`src/rtl/led_matrix_pkg.sv`:
```
// led_matrix_pkg: scan state type and one-hot helper shared by the LED matrix scanner.
package led_matrix_pkg;
    typedef enum logic [1:0] {IDLE, BLANK, DRIVE} scan_state_t;
    function automatic logic [31:0] onehot(input int unsigned idx, input int unsigned width);
        return (idx < width) ? 32'd1 << idx : 32'd0;
    endfunction
endpackage

```
`src/rtl/led_matrix_scanner_if.sv`:
```
// led_matrix_scanner_if: cell image, load handshake and pin-side outputs of the scanner.
interface led_matrix_scanner_if #(
    parameter int ROWS     = 5,
    parameter int COLS     = 5,
    parameter int PWM_BITS = 4
);
    logic                     ena;
    logic                     load;
    logic [ROWS*COLS-1:0]     cells;
    logic [PWM_BITS-1:0]      brightness;
    logic [ROWS-1:0]          rows;
    logic [COLS-1:0]          cols;
    logic [$clog2(COLS)-1:0]  x;
    logic                     frame_done;
    logic                     load_ack;
    modport master (output ena, load, cells, brightness, input rows, cols, x, frame_done, load_ack);
    modport slave  (input ena, load, cells, brightness, output rows, cols, x, frame_done, load_ack);
endinterface

```
`src/rtl/led_scan_sequencer.sv`:
```
// led_scan_sequencer: column scan FSM with blank/dwell counters, column index and frame pulse.
module led_scan_sequencer
    import led_matrix_pkg::*;
#(
    parameter int COLS         = 5,
    parameter int DWELL_CYCLES = 1024,
    parameter int BLANK_CYCLES = 4,
    localparam int XW = $clog2(COLS),
    localparam int DW = $clog2(DWELL_CYCLES),
    localparam int BW = (BLANK_CYCLES > 1) ? $clog2(BLANK_CYCLES) : 1
) (
    input  logic          clk,
    input  logic          rst,
    input  logic          ena,
    output scan_state_t   state,
    output logic [XW-1:0] x,
    output logic [DW-1:0] dwell_cnt,
    output logic          frame_done
);
    logic [BW-1:0] blank_cnt;
    logic          last;
    assign last = (x == XW'(COLS - 1));
    // Dropping ena outranks the column advance, so frame_done can never fire on that edge.
    always_ff @(posedge clk) begin
        frame_done <= 1'b0;
        if (rst || !ena) begin
            state     <= IDLE;
            x         <= '0;
            blank_cnt <= '0;
            dwell_cnt <= '0;
        end else if (state == IDLE) begin
            state     <= BLANK;
            blank_cnt <= '0;
        end else if (state == BLANK) begin
            if (blank_cnt == BW'(BLANK_CYCLES - 1)) begin
                state     <= DRIVE;
                dwell_cnt <= '0;
            end else begin
                blank_cnt <= blank_cnt + 1'b1;
            end
        end else if (dwell_cnt == DW'(DWELL_CYCLES - 1)) begin
            state      <= BLANK;
            blank_cnt  <= '0;
            x          <= last ? '0 : x + 1'b1;
            frame_done <= last;
        end else begin
            dwell_cnt <= dwell_cnt + 1'b1;
        end
    end
endmodule

```
`src/rtl/led_matrix_scanner.sv`:
```
// led_matrix_scanner: double-buffered, PWM-dimmed column scanner for a ROWS x COLS LED matrix.
module led_matrix_scanner
    import led_matrix_pkg::*;
#(
    parameter int ROWS         = 5,
    parameter int COLS         = 5,
    parameter int DWELL_CYCLES = 1024,
    parameter int BLANK_CYCLES = 4,
    parameter int PWM_BITS     = 4
) (
    input logic                 clk,
    input logic                 rst,
    led_matrix_scanner_if.slave bus
);
    localparam int XW = $clog2(COLS);
    localparam int DW = $clog2(DWELL_CYCLES);
    scan_state_t          state;
    logic [XW-1:0]        x;
    logic [DW-1:0]        dwell_cnt;
    logic [DW-1:0]        phase;
    logic                 frame_done;
    logic [ROWS*COLS-1:0] shadow;
    logic [PWM_BITS-1:0]  bright_q;
    logic                 pending;
    logic                 load_ack;
    logic                 req;
    logic                 cap;
    logic                 drive;
    logic                 pwm_on;
    logic [COLS-1:0]      grid [ROWS];
    led_scan_sequencer #(
        .COLS         (COLS),
        .DWELL_CYCLES (DWELL_CYCLES),
        .BLANK_CYCLES (BLANK_CYCLES)
    ) u_seq (
        .clk        (clk),
        .rst        (rst),
        .ena        (bus.ena),
        .state      (state),
        .x          (x),
        .dwell_cnt  (dwell_cnt),
        .frame_done (frame_done)
    );
    // New images only land in IDLE or on the frame boundary, so a frame is never torn.
    assign req = pending | bus.load;
    assign cap = req & ((state == IDLE) | frame_done);
    always_ff @(posedge clk) begin
        if (rst) begin
            shadow   <= '0;
            bright_q <= '0;
            pending  <= 1'b0;
            load_ack <= 1'b0;
        end else begin
            load_ack <= cap;
            pending  <= req & ~cap;
            if (cap) begin
                shadow   <= bus.cells;
                bright_q <= bus.brightness;
            end
        end
    end
    assign drive  = (state == DRIVE);
    assign phase  = dwell_cnt % DW'(2 ** PWM_BITS);
    assign pwm_on = phase < DW'(bright_q);
    for (genvar r = 0; r < ROWS; r++) begin : g_row
        assign grid[r]     = shadow[r*COLS +: COLS];
        assign bus.rows[r] = drive & pwm_on & grid[r][x];
    end
    assign bus.cols       = drive ? COLS'(onehot(32'(x), COLS)) : '0;
    assign bus.x          = x;
    assign bus.frame_done = frame_done;
    assign bus.load_ack   = load_ack;
endmodule

```
`src/flat_wrapper.sv`:
```
// flat-port wrapper written by rule: the top's interface ports become plain ports
module led_matrix_scanner_flat import led_matrix_pkg::*;
#(
    parameter int ROWS         = 5,
    parameter int COLS         = 5,
    parameter int DWELL_CYCLES = 1024,
    parameter int BLANK_CYCLES = 4,
    parameter int PWM_BITS     = 4
)
  (clk, rst, bus_ena, bus_load, bus_cells, bus_brightness, bus_rows, bus_cols, bus_x, bus_frame_done, bus_load_ack);
  led_matrix_scanner_if #(.ROWS(ROWS), .COLS(COLS), .PWM_BITS(PWM_BITS)) bus_i ();
  input logic clk;
  input logic rst;
  input wire logic [$bits(bus_i.ena)-1:0] bus_ena;
  input wire logic [$bits(bus_i.load)-1:0] bus_load;
  input wire logic [$bits(bus_i.cells)-1:0] bus_cells;
  input wire logic [$bits(bus_i.brightness)-1:0] bus_brightness;
  output wire logic [$bits(bus_i.rows)-1:0] bus_rows;
  output wire logic [$bits(bus_i.cols)-1:0] bus_cols;
  output wire logic [$bits(bus_i.x)-1:0] bus_x;
  output wire logic [$bits(bus_i.frame_done)-1:0] bus_frame_done;
  output wire logic [$bits(bus_i.load_ack)-1:0] bus_load_ack;
  assign bus_i.ena = bus_ena;
  assign bus_i.load = bus_load;
  assign bus_i.cells = bus_cells;
  assign bus_i.brightness = bus_brightness;
  assign bus_rows = bus_i.rows;
  assign bus_cols = bus_i.cols;
  assign bus_x = bus_i.x;
  assign bus_frame_done = bus_i.frame_done;
  assign bus_load_ack = bus_i.load_ack;
  led_matrix_scanner #(.ROWS(ROWS), .COLS(COLS), .DWELL_CYCLES(DWELL_CYCLES), .BLANK_CYCLES(BLANK_CYCLES), .PWM_BITS(PWM_BITS)) u_core (.clk(clk), .rst(rst), .bus(bus_i));
endmodule
```
`config.mk`:
```
export PLATFORM = sky130hd
export DESIGN_NAME = led_matrix_scanner_flat
export DESIGN_NICKNAME = d
export VERILOG_FILES = /design/src/rtl/led_matrix_pkg.sv /design/src/rtl/led_matrix_scanner_if.sv /design/src/rtl/led_scan_sequencer.sv /design/src/rtl/led_matrix_scanner.sv /design/src/flat_wrapper.sv
export SDC_FILE = /design/constraint.sdc
export NUM_CORES = 1
export LEC_CHECK = 0
export ABC_CLOCK_PERIOD_IN_PS = 2700
export BUFFER_PORTS_ARGS = -buffer_cell sky130_fd_sc_hd__buf_2
export CAP_MARGIN = 5
export CORE_MARGIN = 2
export CORE_UTILIZATION = 61
export CTS_BUF_LIST = sky130_fd_sc_hd__clkbuf_8
export CTS_CLUSTER_SIZE = 20
export DETAILED_ROUTE_END_ITERATION = 16
export PLACE_DENSITY = 0.94
export SLEW_MARGIN = 10
export SYNTH_ARGS = -nofsm -noshare
export SYNTH_HDL_FRONTEND = slang
export SYNTH_SLANG_ARGS = --single-unit
```
`constraint.sdc`:
```
create_clock -name clk -period 2.7 [get_ports clk]
set_input_delay 0.135 -clock clk [delete_from_list [all_inputs] [get_ports clk]]
set_output_delay 0.135 -clock clk [all_outputs]
set_load 0.05 [all_outputs]
```
==> qor.yml <==
critical_path:
  cp.required_ps: 2570
  worst-path-buf-inv: 2
  r2r_start: "u_core.u_seq.x[0]"
  cp-end-kind: "output pin"
  critPathTopFamily: "compound AO/OA/AOI/OAI gates"
  crit_path_max_incr_delay_ps: 350
  cp-start-kind: "register"
  path_max_fanout: 5
  path_class: "reg2out"
  crit_path_top_delay_cell: "dfxtp_1"
  startpoint: "u_core.bright_q[1]"
  crit_chain: "inv_1, ha_1, a211oi_1, o21ai_0, a21oi_1, buf_2"
  crit_arrival_ps: 2030
sta:
  finalHoldViolations: 0
  relSlewSlack: 0.5679
  finalHoldWorstSlack_ps: 54.43
  fmax_mhz: 462.5
  rsz0062_at_grt: "no"
  slew_violations: 0
  finClkSkew_ps: 9.481
  setup_slack_ps: 537.7
  post-route-period-util: 0.8009
  period_needed_ps: 2162
  worst_slew_pin_slew_ps: 641.4
  finalSetupViolations: 0
  finalSetupTns_ps: 0
yosys:
  synth_nets: 331
  async_reset_ff_frac: 0
  synth_edf_count: 0
  synth_common_cells: "75 x nand2_1, 49 x dfxtp_1, 45 x a21oi_1"
  synth_area_per_cell_um2: 8.085
  synth_top_area_frac: 0.4213
  ys_ff_latch: 49
  synth_ff_type: "dfxtp_1"
  synthTopCellsByArea: "dfxtp_1 42%, nand2_1 12%, a21oi_1 9.7%, ha_1 5.4%, mux4_2 4.8%"
  yosys_warnings: 0
  synth.cell_area_um2: 2328
  synth.most_common_cell: "nand2_1"
  synth_cells: 288
  synth.largest_area_cell: "dfxtp_1"
  synth.distinct_cells: 40
  ys_seq_area_frac: 0.4213
global_routing:
  grt_max_degree: 34
  grt_pass1_wl_mm: 9.618
  grt_util_all_layers: 0.2912
  grt_pass1_vias: 2158
  grt_overflow: 0
  antenna_found_initial: 0
placement:
  dp_hpwl_mm: 3.850
  io_buffers: 47
  placedCellCount: 369
  pre_cts_ws_ps: 841.0
  routabilityCongestion: 0.9132
routing:
  antenna_left: 0
  drcViolationCount: 0
  wl_mm: 5.592
  viasPerCell: 5.971
  first_pass_iters: 5
  routedWlPerCell_um: 14.83
  drt_iter0_markers: 222
  num_vias: 2251
finish:
  syn2layout_area_growth_pct: 16.23
  multi_input_comb_area_um2: 1244
  drive_gt1_frac: 0.2219
  finalNetCount: 371
  register_area_um2: 980.9
  utilization: 0.7392
  diodes: 0
  final_cells: 377
  num-fill-cells: 271
power:
  cellLeakagePower_uw: 0.001098
  powerDensity_nw_per_um2: 559.8
  max-vdd-ir-drop_mv: 0.4030
clock_network:
  holdBufCountCts: 0
  clk_pin_slew_ps: 90
  clk_latency_ps: 300
  cts_buffer_depth: 2
  cts_setup_buffers: 0
  cts_tree: "yes"
  cts.sinks: 49
  cts_buffers: 5
  cts_root_buf: "clkbuf_8"
  htreeDepth: 2
  cts_resized: 0
worst_hold_path:
  min_path_type: "in2reg"
  worstHoldStart: "bus_cells[3]"
floorplanning:
  initial_core_util: 0.6360
  ios: 48
  die_h_um: 65.79
  dieArea_um2: 4328
  coreArea_um2: 3661
  chipWidth_um: 65.79
  core.rowCount: 22
status:
  status: "complete, no violations"
flow_run:
  max-cap-violations: 0
power by group:
| part | total [uW] | internal (uW) | switching, uW |
|---|---|---|---|
| Combinational | 119 | 49.4 | 69.2 |
| Sequential | 768 | 751 | 17.2 |
| Clock | 628 | 373 | 255 |
cell usage in the layout, fill, tap and decap left out, drive strengths merged:
cell    netlist  layout
nand2        75      75
dfxtp        49      49
buf           7      49
a21oi        46      46
nand3        13      13
nor2         12      12
ha           10      10
o21ai        10      10
inv           8       9
nor3          6       6
mux4          5       5
clkbuf        9       5
nand4         5       5
nand2b        4       4
a31oi         4       4
and3          4       4
and4          3       3
a211oi        2       2
o31ai         2       2
bufinv        0       2
clkinv        1       1
o211a         1       1
nor4          1       1
a31o          1       1
and3b         1       1
and2          1       1
a21boi        1       1
nor2b         1       1
o221ai        1       1
or3           1       1
o21bai        1       1
o21ba         1       1
or3b          1       1
mux2i         1       1
final cells by class:
class                      instances  area share
clock buffer                       5     0.02543
timing repair buffer              49     0.09246
sequential                        49      0.3625
multi-input combinational        214      0.4595
clock inverter                     3     0.02543
tap                               48     0.02219
inverter                           9     0.01248
state kept, by name (all words and copies together) (netlist names):
register / flops
u_core.u_seq.blank_cnt: 2
u_core.u_seq.x: 3
u_core.pending: 1
u_core.u_seq.state: 2
u_core.u_seq.frame_done: 1
u_core.u_seq.dwell_cnt: 10
u_core.shadow: 25
u_core.bright_q: 4
u_core.bus.load_ack: 1
per-layer routing:
layer  global-route usage  wire [um]
met1               0.3656       2406
met2               0.4861       2687
met3              0.06814        395
met4               0.1068        104
met5                    0          0
tightest hold or removal path: cells and delay by family:
kind / cells / cell delay [ps]
AOI/OAI and AO/OA: 1 / 50
buffers and inverters: 1 / 90
and+or+nand+nor: 1 / 40
cell families (layout without fill, tap and decap cells):
kind of cell / after synthesis / count (layout) / synth area share
simple gates: 128 / 128 / 0.2569
compound gates: 70 / 70 / 0.1682
mux: 6 / 6 / 0.05266
flops: 49 / 49 / 0.4213
buf+inv: 25 / 66 / 0.04728
fa+ha+maj: 10 / 10 / 0.05373
metrics by stage:
stage | power (uW) | cell area [um^2]
2_1_floorplan | 856.8 | 2335
3_3_place_gp | 893.1 | 2569
3_5_place_dp | 899.0 | 2569
4_1_cts | 1520 | 2706
5_1_grt | 1579 | 2706
6_report | 1515 | 2706
final timing paths:
path | endpoint | slack [ps] | cells past startpoint
worst max-delay path | bus_rows[0] | 540 | 6
worst min-delay path | u_core.shadow[3] | 50 | 3
worst max register to register | u_core.u_seq.x[2] | 820 | 5
worst min register to register | u_core.shadow[5] | 460 | 2
No activity file was read; power rests on OpenSTA's default activity.
